`src/rtl/viterbi_frame_ctrl_if.sv`:
```
// Bundle of the frame controller's handshake and bus signals.
// master: the frame controller. slave: ACS unit, survivor memory, trace_back and consumer.
interface viterbi_frame_ctrl_if #(
    parameter int unsigned AW = 6
);
    // Frame request and ACS survivor stream
    logic          start;
    logic          acs_valid;
    logic [7:0]    acs_survivor;
    logic [2:0]    best_state;
    logic          acs_ready;

    // Survivor memory write port
    logic          mem_we;
    logic [AW-1:0] mem_waddr;
    logic [7:0]    mem_wdata;

    // trace_back control and decoded bit
    logic          tb_clr_n;
    logic          tb_enable;
    logic [2:0]    tb_start_idx;
    logic          tb_bit;

    // Decoded output stream
    logic          out_valid;
    logic          out_bit;
    logic          out_last;
    logic          out_ready;

    // Status
    logic          busy;
    logic          frame_done;
    logic          overrun;

    modport master (
        input  start, acs_valid, acs_survivor, best_state, tb_bit, out_ready,
        output acs_ready, mem_we, mem_waddr, mem_wdata, tb_clr_n, tb_enable, tb_start_idx,
               out_valid, out_bit, out_last, busy, frame_done, overrun
    );

    modport slave (
        output start, acs_valid, acs_survivor, best_state, tb_bit, out_ready,
        input  acs_ready, mem_we, mem_waddr, mem_wdata, tb_clr_n, tb_enable, tb_start_idx,
               out_valid, out_bit, out_last, busy, frame_done, overrun
    );
endinterface

```
`src/rtl/viterbi_frame_ctrl.sv`:
```
// Viterbi back-end frame controller: fills the survivor memory from the ACS unit, runs
// trace_back over the stored frame and returns the decoded bits.
// Optional feature macro: VITERBI_FRAME_CTRL_LIFO_EN
//   defined   - DEPTHx1 LIFO plus DRAIN state; output in forward time order with out_ready
//               backpressure.
//   undefined - decoded bits stream straight out during TRACE in reverse time order;
//               out_ready is ignored.
// DEPTH must equal 2**AW.
module viterbi_frame_ctrl #(
    parameter int unsigned DEPTH = 64,
    parameter int unsigned AW    = 6
) (
    input logic                 clk,
    input logic                 rst,
    viterbi_frame_ctrl_if.master bus
);

    localparam logic [AW-1:0] LastIdx = AW'(DEPTH - 1);

`ifdef VITERBI_FRAME_CTRL_LIFO_EN
    typedef enum logic [1:0] {StIdle, StFill, StTrace, StDrain} state_e;
`else
    typedef enum logic [1:0] {StIdle, StFill, StTrace} state_e;
`endif

    state_e        state_q;
    // Write address in FILL; reused as the tb_enable cycle counter in TRACE.
    logic [AW-1:0] wcnt_q;
    // Capture counter in TRACE; doubles as the LIFO pointer in DRAIN.
    logic [AW-1:0] cap_cnt_q;
    logic [2:0]    best_q;
    logic          mem_we_q;
    logic [AW-1:0] mem_waddr_q;
    logic [7:0]    mem_wdata_q;
    logic          tb_clr_n_q;
    logic          tb_enable_q;
    logic          cap_q;
    logic          frame_done_q;
    logic          overrun_q;
    logic          acs_ready;

`ifdef VITERBI_FRAME_CTRL_LIFO_EN
    logic             out_valid_q;
    logic             out_bit_q;
    logic             out_last_q;
    logic [DEPTH-1:0] lifo_q;
`endif

    assign acs_ready = (state_q == StFill);

    // Frame sequencer with registered outputs
    always_ff @(posedge clk or negedge rst) begin
        if (!rst) begin
            state_q      <= StIdle;
            wcnt_q       <= '0;
            cap_cnt_q    <= '0;
            best_q       <= '0;
            mem_we_q     <= 1'b0;
            mem_waddr_q  <= '0;
            mem_wdata_q  <= '0;
            tb_clr_n_q   <= 1'b1;
            tb_enable_q  <= 1'b0;
            cap_q        <= 1'b0;
            frame_done_q <= 1'b0;
            overrun_q    <= 1'b0;
`ifdef VITERBI_FRAME_CTRL_LIFO_EN
            out_valid_q  <= 1'b0;
            out_bit_q    <= 1'b0;
            out_last_q   <= 1'b0;
`endif
        end else begin
            mem_we_q     <= 1'b0;
            tb_clr_n_q   <= 1'b1;
            frame_done_q <= 1'b0;
            cap_q        <= tb_enable_q;

            // A survivor word offered while not ready is dropped and flagged for good.
            if (bus.acs_valid && !acs_ready) begin
                overrun_q <= 1'b1;
            end

            case (state_q)
                StIdle: begin
                    if (bus.start) begin
                        state_q    <= StFill;
                        tb_clr_n_q <= 1'b0;
                        wcnt_q     <= '0;
                    end
                end

                StFill: begin
                    if (bus.acs_valid) begin
                        mem_we_q    <= 1'b1;
                        mem_waddr_q <= wcnt_q;
                        mem_wdata_q <= bus.acs_survivor;
                        wcnt_q      <= wcnt_q + 1'b1;
                        // Last word: wcnt wraps to 0 and trace-back starts next cycle.
                        if (wcnt_q == LastIdx) begin
                            best_q      <= bus.best_state;
                            state_q     <= StTrace;
                            tb_enable_q <= 1'b1;
                            cap_cnt_q   <= '0;
                        end
                    end
                end

                StTrace: begin
                    if (tb_enable_q) begin
                        wcnt_q <= wcnt_q + 1'b1;
                        if (wcnt_q == LastIdx) begin
                            tb_enable_q <= 1'b0;
                        end
                    end
                    if (cap_q) begin
                        if (cap_cnt_q == LastIdx) begin
`ifdef VITERBI_FRAME_CTRL_LIFO_EN
                            // Newest bit is the LIFO head: present it directly.
                            state_q     <= StDrain;
                            out_valid_q <= 1'b1;
                            out_bit_q   <= bus.tb_bit;
                            out_last_q  <= 1'b0;
`else
                            state_q      <= StIdle;
                            frame_done_q <= 1'b1;
                            cap_cnt_q    <= '0;
`endif
                        end else begin
                            cap_cnt_q <= cap_cnt_q + 1'b1;
                        end
                    end
                end

`ifdef VITERBI_FRAME_CTRL_LIFO_EN
                StDrain: begin
                    if (bus.out_ready) begin
                        if (out_last_q) begin
                            state_q      <= StIdle;
                            out_valid_q  <= 1'b0;
                            out_bit_q    <= 1'b0;
                            out_last_q   <= 1'b0;
                            frame_done_q <= 1'b1;
                        end else begin
                            // Pop: entries below the head are lifo_q[cap_cnt_q-1 .. 0].
                            out_bit_q  <= lifo_q[cap_cnt_q - 1'b1];
                            cap_cnt_q  <= cap_cnt_q - 1'b1;
                            out_last_q <= (cap_cnt_q == AW'(1));
                        end
                    end
                end
`endif

                default: begin
                    state_q <= StIdle;
                end
            endcase
        end
    end

`ifdef VITERBI_FRAME_CTRL_LIFO_EN
    // LIFO storage: push each captured bit at the capture counter
    always_ff @(posedge clk) begin
        if (state_q == StTrace && cap_q) begin
            lifo_q[cap_cnt_q] <= bus.tb_bit;
        end
    end
`endif

    assign bus.acs_ready    = acs_ready;
    assign bus.busy         = (state_q != StIdle);
    assign bus.mem_we       = mem_we_q;
    assign bus.mem_waddr    = mem_waddr_q;
    assign bus.mem_wdata    = mem_wdata_q;
    assign bus.tb_clr_n     = tb_clr_n_q;
    assign bus.tb_enable    = tb_enable_q;
    assign bus.tb_start_idx = best_q;
    assign bus.frame_done   = frame_done_q;
    assign bus.overrun      = overrun_q;

`ifdef VITERBI_FRAME_CTRL_LIFO_EN
    assign bus.out_valid = out_valid_q;
    assign bus.out_bit   = out_bit_q;
    assign bus.out_last  = out_last_q;
`else
    // Captured bits leave as they arrive, in reverse time order.
    assign bus.out_valid = cap_q;
    assign bus.out_bit   = cap_q & bus.tb_bit;
    assign bus.out_last  = cap_q && (cap_cnt_q == LastIdx);
`endif

endmodule

```
`src/flat_wrapper.sv`:
```
// flat-port wrapper written by rule: the top's interface ports become plain ports
module viterbi_frame_ctrl_flat 
#(
    parameter int unsigned DEPTH = 64,
    parameter int unsigned AW    = 6
)
  (clk, rst, bus_start, bus_acs_valid, bus_acs_survivor, bus_best_state, bus_tb_bit, bus_out_ready, bus_acs_ready, bus_mem_we, bus_mem_waddr, bus_mem_wdata, bus_tb_clr_n, bus_tb_enable, bus_tb_start_idx, bus_out_valid, bus_out_bit, bus_out_last, bus_busy, bus_frame_done, bus_overrun);
  viterbi_frame_ctrl_if #(.AW(AW)) bus_i ();
  input logic clk;
  input logic rst;
  input wire logic [$bits(bus_i.start)-1:0] bus_start;
  input wire logic [$bits(bus_i.acs_valid)-1:0] bus_acs_valid;
  input wire logic [$bits(bus_i.acs_survivor)-1:0] bus_acs_survivor;
  input wire logic [$bits(bus_i.best_state)-1:0] bus_best_state;
  input wire logic [$bits(bus_i.tb_bit)-1:0] bus_tb_bit;
  input wire logic [$bits(bus_i.out_ready)-1:0] bus_out_ready;
  output wire logic [$bits(bus_i.acs_ready)-1:0] bus_acs_ready;
  output wire logic [$bits(bus_i.mem_we)-1:0] bus_mem_we;
  output wire logic [$bits(bus_i.mem_waddr)-1:0] bus_mem_waddr;
  output wire logic [$bits(bus_i.mem_wdata)-1:0] bus_mem_wdata;
  output wire logic [$bits(bus_i.tb_clr_n)-1:0] bus_tb_clr_n;
  output wire logic [$bits(bus_i.tb_enable)-1:0] bus_tb_enable;
  output wire logic [$bits(bus_i.tb_start_idx)-1:0] bus_tb_start_idx;
  output wire logic [$bits(bus_i.out_valid)-1:0] bus_out_valid;
  output wire logic [$bits(bus_i.out_bit)-1:0] bus_out_bit;
  output wire logic [$bits(bus_i.out_last)-1:0] bus_out_last;
  output wire logic [$bits(bus_i.busy)-1:0] bus_busy;
  output wire logic [$bits(bus_i.frame_done)-1:0] bus_frame_done;
  output wire logic [$bits(bus_i.overrun)-1:0] bus_overrun;
  assign bus_i.start = bus_start;
  assign bus_i.acs_valid = bus_acs_valid;
  assign bus_i.acs_survivor = bus_acs_survivor;
  assign bus_i.best_state = bus_best_state;
  assign bus_i.tb_bit = bus_tb_bit;
  assign bus_i.out_ready = bus_out_ready;
  assign bus_acs_ready = bus_i.acs_ready;
  assign bus_mem_we = bus_i.mem_we;
  assign bus_mem_waddr = bus_i.mem_waddr;
  assign bus_mem_wdata = bus_i.mem_wdata;
  assign bus_tb_clr_n = bus_i.tb_clr_n;
  assign bus_tb_enable = bus_i.tb_enable;
  assign bus_tb_start_idx = bus_i.tb_start_idx;
  assign bus_out_valid = bus_i.out_valid;
  assign bus_out_bit = bus_i.out_bit;
  assign bus_out_last = bus_i.out_last;
  assign bus_busy = bus_i.busy;
  assign bus_frame_done = bus_i.frame_done;
  assign bus_overrun = bus_i.overrun;
  viterbi_frame_ctrl #(.DEPTH(DEPTH), .AW(AW)) u_core (.clk(clk), .rst(rst), .bus(bus_i));
endmodule
```
`config.mk`:
```
export PLATFORM = sky130hd
export DESIGN_NAME = viterbi_frame_ctrl_flat
export DESIGN_NICKNAME = d
export VERILOG_FILES = /design/src/rtl/viterbi_frame_ctrl_if.sv /design/src/rtl/viterbi_frame_ctrl.sv /design/src/flat_wrapper.sv
export SDC_FILE = /design/constraint.sdc
export NUM_CORES = 1
export LEC_CHECK = 0
export ABC_AREA = 1
export CAP_MARGIN = 20
export CORE_MARGIN = 2
export CORE_UTILIZATION = 30
export DETAILED_ROUTE_END_ITERATION = 10
export GPL_ROUTABILITY_DRIVEN = 1
export PLACE_DENSITY_LB_ADDON = 0.1
export SLEW_MARGIN = 5
export SYNTH_ARGS = -nofsm -noshare
export SYNTH_HDL_FRONTEND = slang
export SYNTH_SLANG_ARGS = --single-unit
```
`constraint.sdc`:
```
create_clock -name clk -period 1.4 [get_ports clk]
set_input_delay 0.35 -clock clk [delete_from_list [all_inputs] [get_ports clk]]
set_output_delay 0.35 -clock clk [all_outputs]
set_load 0.01 [all_outputs]
```
# Word level (Yosys, flattened, before mapping)
# Index checks and enable logic that the tools add are counted.
[word_totals]
reg_bits = 37
latch_bits = 0
ramBits = 0
mem_bits_ro = 0
in_bits = 17
output_inout_bits = 27
elab_cells = 65
n_memories = 0
[classes]
addsub = 2
n_mul = 0
div = 0
magnitude_cmp = 0
n_eq_ne = 10
shift = 0
n_mux = 27
bitwise = 1
n_reduce_logical = 13
[op_table]
columns = ["operator", "count"]
rows = [
  ["6-bit two-way mux", 7],
  ["6-bit case mux with 3 select lines", 1],
  ["6-bit by 1-bit adder with 6-bit output (second input constant)", 2],
  ["6-bit equality test (second input constant)", 2],
  ["6-bit case mux with 2 select lines", 1],
  ["1-bit two-way mux", 11],
  ["2-bit two-way mux", 5],
  ["4-bit AND reduction", 2],
  ["2-bit by 1-bit inequality test with 1-bit output (second input constant)", 3],
  ["2-bit inequality test (second input constant)", 3],
  ["2-bit case mux with 3 select lines", 1],
  ["3-bit AND reduction", 2],
  ["5-bit AND reduction", 1],
  ["2-bit nonzero test", 2],
  ["3-bit nonzero test", 1],
  ["2-bit by 1-bit equality test with 1-bit output (second input constant)", 1],
  ["2-bit equality test (second input constant)", 1],
  ["1-bit logical AND", 2],
  ["2-bit zero test", 1],
  ["1-bit case mux with 2 select lines", 1],
  ["2-bit AND reduction", 1],
  ["1-bit bitwise AND", 1],
  ["1-bit zero test", 1],
]

# Depth between registers and ports, before layout
# Gate-level depths: netlist (run 1).
[logic_depth]
depth_word = 4
mapped_depth = 8
depth_no_buf = 8

# Worst setup path before layout (run 1)
# No wires, ideal clock.
[synth_timing]
path_type = "register to register"
start = "register u_core.state_q[1]"
end = "register u_core.wcnt_q[2]"
setup_time_ns = 0.119
t_arrival_ns = 1.377
required_ns = 1.281
slack_ns = -0.096
path_stages_with_launch = 9
path_buffers = 1
synth_period_minus_slack_ns = 1.496
path_cell_list = "dfrtp_1 inv_1 ha_1 nand2_1 o21ai_2 nor2_2 buf_6 a21oi_1 nor2_1"
[synth_via]
elab_chain_cells = 3
word_cells_on_any_way = 9
cone_classes = "5 x eq/ne; 1 x mux; 3 x reduce/logical"
[synth_rtl]
columns = ["element", "line_no", "text"]
rows = [
  ["from (decl)", "viterbi_frame_ctrl.sv:26", "state_e state_q;"],
  ["from (signal assigned)", "viterbi_frame_ctrl.sv:54", "state_q <= StIdle;"],
  ["from (signal assigned)", "viterbi_frame_ctrl.sv:85", "state_q <= StFill;"],
  ["from (signal assigned)", "viterbi_frame_ctrl.sv:100", "state_q <= StTrace;"],
  ["2-bit by 1-bit equality test with 1-bit output (*)", "-", ""],
  ["named net bus_acs_ready", "flat_wrapper.sv:17", "output wire logic [$bits(bus_i.acs_ready)-1:0] bus_acs_ready;"],
  ["2-bit inequality test (no line) / 3-bit nonzero test (equally long branches)", "-", ""],
  ["4-bit AND reduction (no line)", "-", ""],
  ["to (signal assigned)", "viterbi_frame_ctrl.sv:96", "wcnt_q <= wcnt_q + 1'b1;"],
  ["to (signal assigned)", "viterbi_frame_ctrl.sv:109", "wcnt_q <= wcnt_q + 1'b1;"],
  ["to (decl)", "viterbi_frame_ctrl.sv:28", "logic [AW-1:0] wcnt_q;"],
]
# Mark *: on every way through the listed nets, which the timed path passes. The rest lies on a longest branch.
# A chain may end at the register's enable or synchronous reset.

# Worst setup path in the final report (run 1)
[layout_timing]
start = "register u_core.cap_cnt_q[0]"
end = "output port bus_out_last"
[layout_via]
elab_chain_cells = 2
[layout_rtl]
columns = ["element", "line_no", "text"]
rows = [
  ["from (decl)", "viterbi_frame_ctrl.sv:30", "logic [AW-1:0] cap_cnt_q;"],
  ["from (signal assigned)", "viterbi_frame_ctrl.sv:128", "cap_cnt_q <= cap_cnt_q + 1'b1;"],
  ["6-bit equality test", "viterbi_frame_ctrl.sv:187", "assign bus.out_last = cap_q && (cap_cnt_q == LastIdx);"],
  ["1-bit logical AND", "viterbi_frame_ctrl.sv:187", ""],
  ["to (decl)", "flat_wrapper.sv:26", "output wire logic [$bits(bus_i.out_last)-1:0] bus_out_last;"],
]
# Every way passes these cells.

==> run metrics, run 1 <==
result of the run=finished with violations; failing checks=negative setup slack; layout cell share with drive strength beyond 1=0.383; maximum VDD drop=between 0.0006 and 0.0007 V; Power Density=1750 nW/um^2; post-layout min period=~1.6 ns; RSZ-0062 raised after global routing=true; Area growth syn-to-layout=68.9%; CTS tree=built; Leak=approximately 1.6 nW; Mapped Nets=between 200 and 250; startpoint type of the worst setup path=flop; flop2flop setup slack=-0.13 ns; Layout Nets=between 300 and 400; P_int=approximately 3.3 mW; Total Wirelength=4660 um; DRT iter0 DRCs=between 70 and 80; vias=1,639; CTS Sinks=37; Fin Clk Skew=approximately 0.0045 ns; maxcap violations=0; worst-skew pair later-pin latency=between 0.2 and 0.3 ns; Gate power share=0.579; post-route ant nets=0; Inserted Clock Buffers=5; Post-synth top cells=nand2_1 (72), dfrtp_1 (36), inv_1 (24); Least-Margin Pin Slew=around 0.29 ns; final period utilization=1.17; Critical Setup Path Class=reg2out; CORE AREA=between 5000 and 6000 um^2; final setup fails=17; WP data arrival=around 1.3 ns; Pwr Total=~5.3 mW; R2R Path End=u_core.wcnt_q[2]$_DFFE_PN0P_; top cell type's share of synthesized area=0.503; Main synth FF type=dfrtp_1; worst setup margin=-0.238 ns; Seq/Total Area, Yosys=0.518; Routability Congestion=~0.74; hold crit path type=in2async; vias in the first global route=1,562; area of the die=6600 um^2; Cells after Synth=roughly 200; Post-CTS Hold Fix Bufs=0; Max Fclk=610 MHz; number of I/O pins=between 40 and 50; Rel. slew slack=0.809; Worst path max stage delay=0.36 ns; crit path to=bus_out_last; Max clock buf depth=2; Slowest-stage cell, CP=dfrtp_1; drt drc=0; Worst path depth=6; largest net degree at the start of global routing=38; IO Port Bufs=42; Mean Syn Cell Area=around 8.7 um^2; # rows=28; worst setup path start=u_core.cap_cnt_q[0]$_DFFE_PN0P_; Yosys cell types=25; # diodes=0; Sw Share=0.379; die width=around 81 um; first-pass GRT wire length=7410 um; mean routed wirelength per cell=~13 um; FF+latch count, synth=37; post-synth top area cell=dfrtp_1; CP bufs+invs=2; global routing's busiest layer=met2; H-tree lvl count=2; met2 GRT Util=0.233; initial antenna violation count=0; Clk pin slew, worst setup/hold paths=0.07 ns; top-count cell post-synth=nand2_1; total gr overflow=0; Max Slew Vio Count=0; P_sw=2.00 mW; EDFF count, synth=0; Seq pwr share=0.273; post-synthesis instance area=approximately 1800 um^2; GRT Util Overall=0.149; FFs w/ async S/R, synth=1.00; WHS=0.00822 ns; CP endpoint kind=output port; crit-path max FO=2; GR Layer Usage met1=0.204; synth top area cells=dfrtp_1 (50%), nand2_1 (15%), inv_1 (5.0%); FF-to-FF path depth=10; DP HPWL=~3000 um; reg2reg start=u_core.state_q[0]$_DFFE_PN0P_; CP required=between 1 and 1.5 ns; Worst path top cell family by delay=flip-flops; Yosys warning total=0; Hold Fails Final Rpt=0; Via density=4.43; Initial Utilization=0.306; worst-path cell chain=ha_2 -> nand3_2 -> nor2_2 -> inv_1 -> nor2_1 -> buf_2; Clock power frac=0.148; GR Util met3=0.0367; Die Y=roughly 81 um; CTS root buf=clkbuf_8; TritonRoute pass-1 iters=4
[power by group through the flow]
stage	clock (mW)	sequential, mW	combinational [mW]
after floorplan	0	1.56	1.07
after global routing	0.861	1.48	3.33
after global placement	0	1.46	2.22
final	0.781	1.44	3.06
after detailed placement	0	1.47	2.22
after CTS	0.812	1.44	2.82
[cell type report]
| cell class | count | area (um^2) |
|---|---|---|
| clock buffer | 6 | 82.6 |
| multi-input combinational | 139 | 958 |
| clock inverter | 1 | 7.51 |
| sequential | 37 | 928 |
| inverter | 25 | 109 |
| tap | 75 | 93.8 |
| fill | 561 | 2830 |
| timing repair buffer | 87 | 842 |
[cells in the final DEF, fill, tap and decap left out, types with 2 or more instances in the layout]
master           count
buf_12               3
buf_2                3
buf_4               27
buf_6               15
clkbuf_8             6
clkdlybuf4s50_1     12
dfrtp_1             35
dlygate4sd2_1       22
dlymetal6s2s_1       2
ha_1                 2
ha_4                 4
inv_1               19
inv_4                4
nand2_1             61
nand2_2              7
nand2_4              7
nand3_1              5
nand3_2              8
nand4_1              3
nor2_1               4
nor2_2               2
nor2_4               4
o21ai_0              4
o21ai_1              6
o21ai_2              8
o21bai_1             2
xor2_1               2
[cell families after synthesis]
group | after synthesis | synth area share
XOR/XNOR | 2 | 0.00979
adder cells (fa/ha/maj) | 7 | 0.0489
flip-flops | 37 | 0.518
buffers and inverters | 30 | 0.0734
AO/OA/AOI/OAI | 26 | 0.0944
AND/OR/NAND/NOR | 104 | 0.255
[sequential cells by signal (all words and copies together) (netlist names)]
name                     cells
u_core.bus.mem_wdata         8
u_core.bus.mem_waddr         6
u_core.cap_cnt_q             6
u_core.wcnt_q                6
u_core.bus.tb_start_idx      3
u_core.state_q               2
u_core.bus.frame_done        1
u_core.bus.mem_we            1
u_core.bus.out_valid         1
u_core.bus.overrun           1
u_core.bus.tb_clr_n          1
u_core.bus.tb_enable         1
[metal layers]
layer / share of wire / vias up
met3: 0.052 / 6
met1: 0.45 / 774
li1: - / 825
met4: 0.012 / 0
met5: 0 / -
met2: 0.48 / 34
[timing repair]
item | in CTS | in global routing
pin swaps | 11 | 14
buffers inserted | 5 | 1
gates cloned | 2 | 1
resized for setup | 80 | 36
setup endpoints to repair | 41 | 37
[worst reg2reg max path: stages (launching register included)]
cell     delay, ns
dfrtp_2       0.45
buf_6         0.13
inv_4         0.05
ha_4          0.14
inv_4         0.04
buf_6         0.11
o21ai_4       0.14
nor2_4        0.07
buf_6         0.13
a21oi_2       0.12
nor2_1        0.04
[through the flow]
stage | utilization | cells | setup WS [ns] | setup TNS [ns] | instance area [um^2]
6_report | 0.516 | 370 | -0.238 | -1.88 | 3020
5_1_grt | 0.516 | 370 | -0.371 | -2.98 | 3020
4_1_cts | 0.491 | 368 | -0.252 | -2.18 | 2870
3_5_place_dp | 0.442 | 354 | -0.361 | -4.01 | 2590
3_3_place_gp | 0.442 | 354 | -0.367 | -3.69 | 2590
2_1_floorplan | - | 206 | -0.00122 | -0.00173 | 1820
[worst min-delay path by stage]
| stage | startpoint | end | slack, ns | cells after the start |
|---|---|---|---|---|
| 3_3_place_gp | rst | u_core.cap_cnt_q[2]$_DFFE_PN0P_ | 0.34 | 2 |
| 4_1_cts | rst | u_core.bus.mem_waddr[4]$_DFFE_PN0P_ | 0.02 | 2 |
| 2_1_floorplan | rst | u_core.bus.frame_done$_DFF_PN0_ | 0.05 | 0 |
| 3_5_place_dp | rst | u_core.cap_cnt_q[2]$_DFFE_PN0P_ | 0.33 | 2 |
| 6_report | rst | u_core.cap_cnt_q[2]$_DFFE_PN0P_ | 0.008 | 2 |
| 5_1_grt | rst | u_core.bus.mem_waddr[4]$_DFFE_PN0P_ | 0.03 | 2 |
(Power assumes the default switching activity.)
==> inputs of run 2 (changes only) <==
--- a/config.mk
+++ b/config.mk
@@ -9,6 +9,7 @@
 export CAP_MARGIN = 20
 export CORE_MARGIN = 2
 export CORE_UTILIZATION = 30
+export CTS_BUF_LIST = sky130_fd_sc_hd__clkbuf_8 sky130_fd_sc_hd__clkbuf_16
 export DETAILED_ROUTE_END_ITERATION = 10
 export GPL_ROUTABILITY_DRIVEN = 1
 export PLACE_DENSITY_LB_ADDON = 0.1
==> results of run 2 <==
Same layout as run 1: the final DEF is identical, and so are final timing and power.
